[src/rtl/seq_det_pkg.sv]
// rtl/seq_det_pkg.sv - shared types and elaboration-time KMP helpers for the pattern detector
package seq_det_pkg;

    localparam int MAX_PAT_LEN = 16;

    // Overlap mode as seen on the ovl input when leaving the MATCH state
    typedef enum logic {
        OVL_OFF = 1'b0,
        OVL_ON  = 1'b1
    } ovl_mode_e;

    // Next matched length after taking bit b with st bits already matched (st < len).
    // Bit i of the received order is pattern[len-1-i]. Intended for constant context only.
    function automatic int kmp_next(input logic [MAX_PAT_LEN-1:0] pattern,
                                    input int len, input int st, input logic b);
        int   n;
        int   res;
        int   idx;
        logic ok;
        logic sb;
        res = 0;
        n   = st + 1;
        for (int k = n; k >= 1; k--) begin
            if (res == 0) begin
                ok = 1'b1;
                for (int j = 0; j < k; j++) begin
                    idx = n - k + j;
                    sb  = (idx == st) ? b : pattern[len-1-idx];
                    if (pattern[len-1-j] != sb) begin
                        ok = 1'b0;
                    end
                end
                if (ok) begin
                    res = k;
                end
            end
        end
        return res;
    endfunction

    // Longest proper border of the full pattern (the KMP failure value of state len)
    function automatic int kmp_fail(input logic [MAX_PAT_LEN-1:0] pattern, input int len);
        int   res;
        logic ok;
        res = 0;
        for (int k = len - 1; k >= 1; k--) begin
            if (res == 0) begin
                ok = 1'b1;
                for (int j = 0; j < k; j++) begin
                    if (pattern[len-1-j] != pattern[k-1-j]) begin
                        ok = 1'b0;
                    end
                end
                if (ok) begin
                    res = k;
                end
            end
        end
        return res;
    endfunction

endpackage

[src/rtl/sat_counter.sv]
// rtl/sat_counter.sv - saturating up-counter with synchronous clear
module sat_counter #(
    parameter int W = 8
) (
    input  logic         clk,
    input  logic         rst_n,
    input  logic         inc,
    input  logic         clr,
    output logic [W-1:0] q
);

    localparam logic [W-1:0] MAX_VAL = '1;

    logic [W-1:0] cnt_q;

    // Clear wins over increment; increment stops at all-ones instead of wrapping
    always_ff @(posedge clk or negedge rst_n) begin
        if (!rst_n) begin
            cnt_q <= '0;
        end else if (clr) begin
            cnt_q <= '0;
        end else if (inc && (cnt_q != MAX_VAL)) begin
            cnt_q <= cnt_q + 1'b1;
        end
    end

    assign q = cnt_q;

endmodule

[src/rtl/seq_detect_moore.sv]
// rtl/seq_detect_moore.sv - parametrised Moore serial pattern detector with match counter
module seq_detect_moore
    import seq_det_pkg::*;
#(
    parameter int               PAT_LEN = 4,
    parameter logic [PAT_LEN-1:0] PATTERN = 4'b1011,
    parameter int               CNT_W   = 8
) (
    input  logic             clk,
    input  logic             rst_n,
    input  logic             din,
    input  logic             din_vld,
    input  logic             ovl,
    input  logic             cnt_clr,
    output logic             y,
    output logic [CNT_W-1:0] match_cnt
);

    localparam int                     ST_W      = $clog2(PAT_LEN + 1);
    localparam int                     ST_NUM    = 2 ** ST_W;
    localparam logic [MAX_PAT_LEN-1:0] PAT_EXT   = MAX_PAT_LEN'(PATTERN);
    localparam int                     FAIL_ST   = kmp_fail(PAT_EXT, PAT_LEN);
    localparam logic [ST_W-1:0]        MATCH_ST  = ST_W'(PAT_LEN);
    localparam logic                   FIRST_BIT = PATTERN[PAT_LEN-1];

    logic [ST_W-1:0] st_q;
    logic [ST_W-1:0] st_d;
    logic            y_q;
    logic            cnt_inc;

    // Constant next-state values per state and input bit, folded at elaboration.
    // The MATCH entry holds the overlap transition (from the failure state);
    // unreachable encodings fall back to state 0.
    logic [ST_W-1:0] nxt0 [ST_NUM];
    logic [ST_W-1:0] nxt1 [ST_NUM];

    for (genvar s = 0; s < ST_NUM; s++) begin : g_tbl
        if (s <= PAT_LEN) begin : g_live
            localparam int FROM = (s == PAT_LEN) ? FAIL_ST : s;
            localparam int N0   = kmp_next(PAT_EXT, PAT_LEN, FROM, 1'b0);
            localparam int N1   = kmp_next(PAT_EXT, PAT_LEN, FROM, 1'b1);
            assign nxt0[s] = ST_W'(N0);
            assign nxt1[s] = ST_W'(N1);
        end else begin : g_pad
            assign nxt0[s] = '0;
            assign nxt1[s] = '0;
        end
    end

    // Next-state mux: hold on idle cycles, restart from MATCH in non-overlap mode
    always_comb begin
        st_d = st_q;
        if (din_vld) begin
            if ((st_q == MATCH_ST) && (ovl_mode_e'(ovl) == OVL_OFF)) begin
                st_d = (din == FIRST_BIT) ? ST_W'(1) : ST_W'(0);
            end else begin
                st_d = din ? nxt1[st_q] : nxt0[st_q];
            end
        end
    end

    // State register with registered Moore decode of MATCH
    always_ff @(posedge clk or negedge rst_n) begin
        if (!rst_n) begin
            st_q <= '0;
            y_q  <= 1'b0;
        end else begin
            st_q <= st_d;
            y_q  <= (st_d == MATCH_ST);
        end
    end

    // Every valid bit landing in MATCH counts, including MATCH to MATCH
    assign cnt_inc = din_vld && (st_d == MATCH_ST);

    sat_counter #(
        .W (CNT_W)
    ) u_match_cnt (
        .clk   (clk),
        .rst_n (rst_n),
        .inc   (cnt_inc),
        .clr   (cnt_clr),
        .q     (match_cnt)
    );

    assign y = y_q;

endmodule

[config.mk]
export PLATFORM = sky130hd
export DESIGN_NAME = seq_detect_moore
export DESIGN_NICKNAME = d
export VERILOG_FILES = /design/src/rtl/seq_det_pkg.sv /design/src/rtl/sat_counter.sv /design/src/rtl/seq_detect_moore.sv
export SDC_FILE = /design/constraint.sdc
export NUM_CORES = 1
export LEC_CHECK = 0
export BUFFER_PORTS_ARGS = -buffer_cell sky130_fd_sc_hd__buf_2
export CORE_MARGIN = 3
export CORE_UTILIZATION = 45
export DETAILED_ROUTE_END_ITERATION = 10
export HOLD_SLACK_MARGIN = 0.02
export PLACE_DENSITY = 0.68
export SYNTH_ARGS = -nofsm -noshare
export SYNTH_HDL_FRONTEND = slang
export SYNTH_HIERARCHICAL = 1
export SYNTH_SLANG_ARGS = --single-unit
[constraint.sdc]
create_clock -name clk -period 3.81 [get_ports clk]
set_input_delay 1.143 -clock clk [delete_from_list [all_inputs] [get_ports clk]]
set_output_delay 1.143 -clock clk [all_outputs]
set_load 0.005 [all_outputs]
# [Yosys cells after proc, flatten, opt, wreduce, memory -nomap -nowiden]
# Memory sizes are Yosys's and may differ from the RTL's.
# Cells that the tools add are included.
# Widths: inputs -> output; s select.
[classes] n_addsub=1 order_cmp=1 eq_ne=3 n_mux=10 bitwise_logic=2 reduce_logical=4
[op_table] cell="$mux 3" n=7
[op_table] cell="$mux 8" n=2
[op_table] cell="$add 8x1->8 const B" n=1
[op_table] cell="$ne 8x8->1 const B" n=1
[op_table] cell="$eq 3x3->1 const B" n=2
[op_table] cell="$ge 4x4->1 const B" n=1
[op_table] cell="$not 3->4" n=1
[op_table] cell="$logic_and 1x1->1" n=3
[op_table] cell="$reduce_bool 2->1" n=1
[op_table] cell="$mux 1" n=1
[op_table] cell="$not 1->1" n=1
[word_totals] reg_bits=12 romBits=48 in_bits=6 wordCells=26 n_memories=2
[memory_table] memory="(name not given)" depth=8 width=3 read_ports=1 rd_ports_with_merged_regs=0 write_ports=0 line="seq_detect_moore.sv:57" rtl="st_d = din ? nxt1[st_q] : nxt0[st_q];"
[memory_table] memory="(name not given)" depth=8 width=3 read_ports=1 rd_ports_with_merged_regs=0 write_ports=0 line="seq_detect_moore.sv:57"

# [Longest topological paths before layout]
[depth] depth_word=12 mapped_depth=7 ltp_nobuf=6

# [Hierarchy]
# The synthesis kept the hierarchy.
[by_module_without_submodules] module="sat_counter" n_inst=1 cells_each=49 area_each_um2=464.2 seq_area_each_um2=200.2
[by_module_without_submodules] module="seq_detect_moore" n_inst=1 cells_each=19 area_each_um2=207.7 seq_area_each_um2=100.1

# [Least setup slack after synthesis]
# Ideal clock, no wire load.
[synth_path] path_type="input -> register" from="input din" to="register u_match_cnt.cnt_q[7], in the netlist u_match_cnt/q[7]" arrival_time_ns=2.313 slack_ns=1.403 cell_stages=7 path_buffers=1 path_cell_list="nor2b_1 nand4_1 inv_1 buf_2 nand3_1 or3_1 a211oi_1"
[synth_via] elab_chain_len=7 word_cells_on_any_way=8 classes_between="eq/ne: 1; mux: 4; reduce/logical: 3"
[synth_lines] element="start: declaration" line="seq_detect_moore.sv:11" rtl="input logic din,"
[synth_lines] element="$mux 3 or $mux 1 (tied branches)" line="seq_detect_moore.sv:57, seq_detect_moore.sv:55"
[synth_lines] element="$mux 3 *" line="seq_detect_moore.sv:54" rtl="if ((st_q == MATCH_ST) && (ovl_mode_e'(ovl) == OVL_OFF)) begin"
[synth_lines] element="$mux 3 *" line="seq_detect_moore.sv:53" rtl="if (din_vld) begin"
[synth_lines] element="$eq 3x3->1 *" line="seq_detect_moore.sv:74" rtl="assign cnt_inc = din_vld && (st_d == MATCH_ST);"
[synth_lines] element="$logic_and 1x1->1 *" line="seq_detect_moore.sv:74"
[synth_lines] element="named net cnt_inc" line="seq_detect_moore.sv:29" rtl="logic cnt_inc;"
[synth_lines] element="$logic_and 1x1->1 *" line="sat_counter.sv:22" rtl="end else if (inc && (cnt_q != MAX_VAL)) begin"
[synth_lines] element="$reduce_bool 2->1 (no source line) *"
[synth_lines] element="end signal: assignment" line="sat_counter.sv:23" rtl="cnt_q <= cnt_q + 1'b1;"
[synth_lines] element="end: declaration" line="sat_counter.sv:14" rtl="logic [W-1:0] cnt_q;"
# The timed path passes the listed nets; every way through them passes the cells marked *.
# A chain may end at the register's enable or synchronous reset.

# [Worst setup path in the final report]
[layout_path] from="input din" to="register u_match_cnt.cnt_q[5], in the netlist u_match_cnt/q[5]"
# The elaborated chain is that of the path after synthesis.

==> flow_metrics.py <==
metrics = {
    "status": {
        "status": "completed",
    },
    "sta": {
        "rsz0062_at_grt": "false",
        "slew_headroom": 0.741,
        "setup_viol": 0,
        "worst_slew_pin_slew_ns": 0.379,
        "fin_crit_sh": 0.634,
        "drv_slew": 0,
        "min_period_ns": 2.42,
        "tns_ns": 0,
        "timing_hold_violations_final": 0,
        "timing.fmax_ghz": 0.414,
        "skew_ns": 0.00189,
    },
    "synth": {
        "synth.most_common_cell": "dfrtp_1",
        "synthFlopType": "dfrtp_1",
        "async_flop_share": 1.00,
        "yosysTopAreaCell": "dfrtp_1",
        "yosysWarnings": 6,
        "synthDistinctLibCells": 35,
        "synthTopCellsByArea": "dfrtp_1 45%, nand2b_1 3.7%, nor2b_1 3.7%",
        "synth.avg_cell_area_um2": 9.88,
        "synth_area_um2": 672,
        "seq_area_frac_synth": 0.447,
        "synth-edff-count": 0,
        "yosysTopAreaCellShare": 0.447,
        "synthCells": 68,
        "synth_fp_nets": 75,
        "ys_ff_latch": 12,
    },
    "run": {
        "cap_viol_max_count": 0,
    },
    "critical_path": {
        "timing.reg2reg.setup_slack_ns": 1.96,
        "cpPeakStageDelay_ns": 0.42,
        "worstPathRequired_ns": 3.95,
        "path_class": "in -> reg",
        "crit_family": "simple AND/OR/NAND/NOR gates",
        "cp_max_fo": 9,
        "arrival_ns": 2.56,
        "slowest_stage": "a2111oi_0",
        "end_kind": "register",
        "cp_num_buf_inv": 2,
        "rr_worst_depth": 6,
        "reg2reg_to": "u_match_cnt/q[5]$_DFFE_PN0P_",
        "r2r-start": "st_q[2]$_DFF_PN0_",
        "start_kind": "input pin",
        "crit_chain": "buf_2 -> nor2b_1 -> nand4_1 -> inv_1 -> nand3_1 -> a2111oi_0 -> nor3b_1",
    },
    "floorplan": {
        "die_h_um": 44.6,
        "rows": 13,
        "die_area_um2": 1990,
        "die-width_um": 44.6,
        "start_util": 0.498,
        "boundaryPins": 15,
        "core-area_um2": 1350,
    },
    "hold_path": {
        "holdCritPathClass": "reg -> reg",
        "holdPathStages": 1,
        "hp-start": "st_q[0]$_DFF_PN0_",
        "hold_end": "y$_DFF_PN0_",
    },
    "placement": {
        "port_buffers": 14,
        "postPlaceCellArea_um2": 752,
        "gp_congestion": 0.682,
        "dp.final_hpwl_um": 996,
    },
    "drt": {
        "routed_wl_um": 1400,
        "avgViaCountPerCell": 6.05,
        "drc": 0,
        "firstDrtPassIters": 4,
        "dr.first_iter.drc_count": 20,
        "drt-wirelength-per-cell_um": 14.1,
        "dr_total_vias": 599,
        "ant_nets": 0,
    },
    "clock_network": {
        "cts_buffer_depth": 2,
        "clkLatencyLatePin_ns": 0.27,
        "cts_tree": "built",
        "path_clk_slew_ns": 0.08,
        "root_buffer": "clkbuf_4",
        "holdBufCountCts": 0,
        "cts_setup_buffers": 0,
        "numCtsBuffers": 3,
        "clkSinkCount": 12,
        "post_cts_resized": 0,
        "htree_levels": 1,
    },
    "finish": {
        "layout-drive-gt1-share": 0.274,
        "num_antenna_cells": 0,
        "finalNetCount": 92,
        "finish.utilization": 0.584,
        "design_area_um2": 788,
        "areaGrowthSynthToFinish_pct": 17.3,
    },
    "global_route": {
        "antenna_found_initial": 0,
        "overflow": 0,
        "first_global_vias": 488,
        "grt_use_total": 0.149,
        "grt_max_degree": 13,
        "grt_pass1_wl_um": 2170,
    },
    "pwr": {
        "p_leak_nw": 0.380,
        "power_density_nw_per_um2": 373,
        "peakVddDrop_mv": 0.205,
    },
}
## registers in the layout (all words and copies together), names as in the netlist
signal / cells
u_match_cnt/q: 8
st_q: 3
y: 1
## worst reg2reg max path, stage by stage, from the launching register on
cell and delay, ns:
dfrtp_1 0.43, nor2b_1 0.20, nand4_1 0.16, inv_1 0.24, nand3_1 0.17, a2111oi_0 0.42, nor3b_1 0.10
## final cells by class
cell class	count	area (µm²)
clock buffers	4	36.3
fillers	121	562
inverters	4	15.0
multi-input cells	50	348
flip-flops and latches	12	300
well taps	15	18.8
repair buffers	14	70.1
## placed cells by master (no fill, tap or decap), types with 3 or more instances in the layout
| master | count |
|---|---|
| buf_2 | 14 |
| dfrtp_1 | 12 |
| nand2b_1 | 4 |
| clkbuf_4 | 3 |
| inv_1 | 4 |
| nor2b_1 | 4 |
| nor3_1 | 4 |
| nand2_1 | 4 |
| a21oi_1 | 3 |
## where the power goes
part	internal (mW)	total, mW	switching, mW	leakage, nW
registers	0.139	0.155	0.0167	0.164
clock network	0.0580	0.102	0.0443	0.0210
logic	0.0177	0.0366	0.0189	0.194
total	0.214	0.294	0.0798	0.380
## worst max path at each step
stage	cells past startpoint	endpoint	slack [ns]	start
after floorplan	7	u_match_cnt/q[7]$_DFFE_PN0P_	1.40	din
after global placement	7	u_match_cnt/q[7]$_DFFE_PN0P_	1.18	din
after detailed placement	7	u_match_cnt/q[5]$_DFFE_PN0P_	1.12	din
after CTS	7	u_match_cnt/q[5]$_DFFE_PN0P_	1.41	din
after global routing	7	u_match_cnt/q[5]$_DFFE_PN0P_	1.28	din
final	7	u_match_cnt/q[5]$_DFFE_PN0P_	1.39	din
## logic make-up (layout without fill, tap and decap cells)
logic type                 after synthesis  after routing  synth area share
muxes                                    3              3            0.0484
AOI/OAI and AO/OA                       15             15             0.162
adders and majority gates                1              1            0.0186
DFF                                     12             12             0.447
and+or+nand+nor                         31             31             0.289
buffers and inverters                    6             22            0.0354
## metrics by stage
stage	total power, mW	hold WS (ns)	instances	worst slack, ns
final	0.294	0.584	99	1.39
after global routing	0.312	0.592	99	1.28
after CTS	0.296	0.578	99	1.41
after detailed placement	0.194	0.563	95	1.12
after global placement	0.193	0.566	95	1.18
after floorplan	0.179	0.514	68	1.40
## routing by layer
layer	track usage	up-vias	part of all wire
met5	0	-	0
met4	0.0542	0	0.0079
met3	0.0366	4	0.082
met2	0.218	29	0.43
met1	0.211	279	0.48
li1	-	287	-
(Power assumes the default switching activity.)
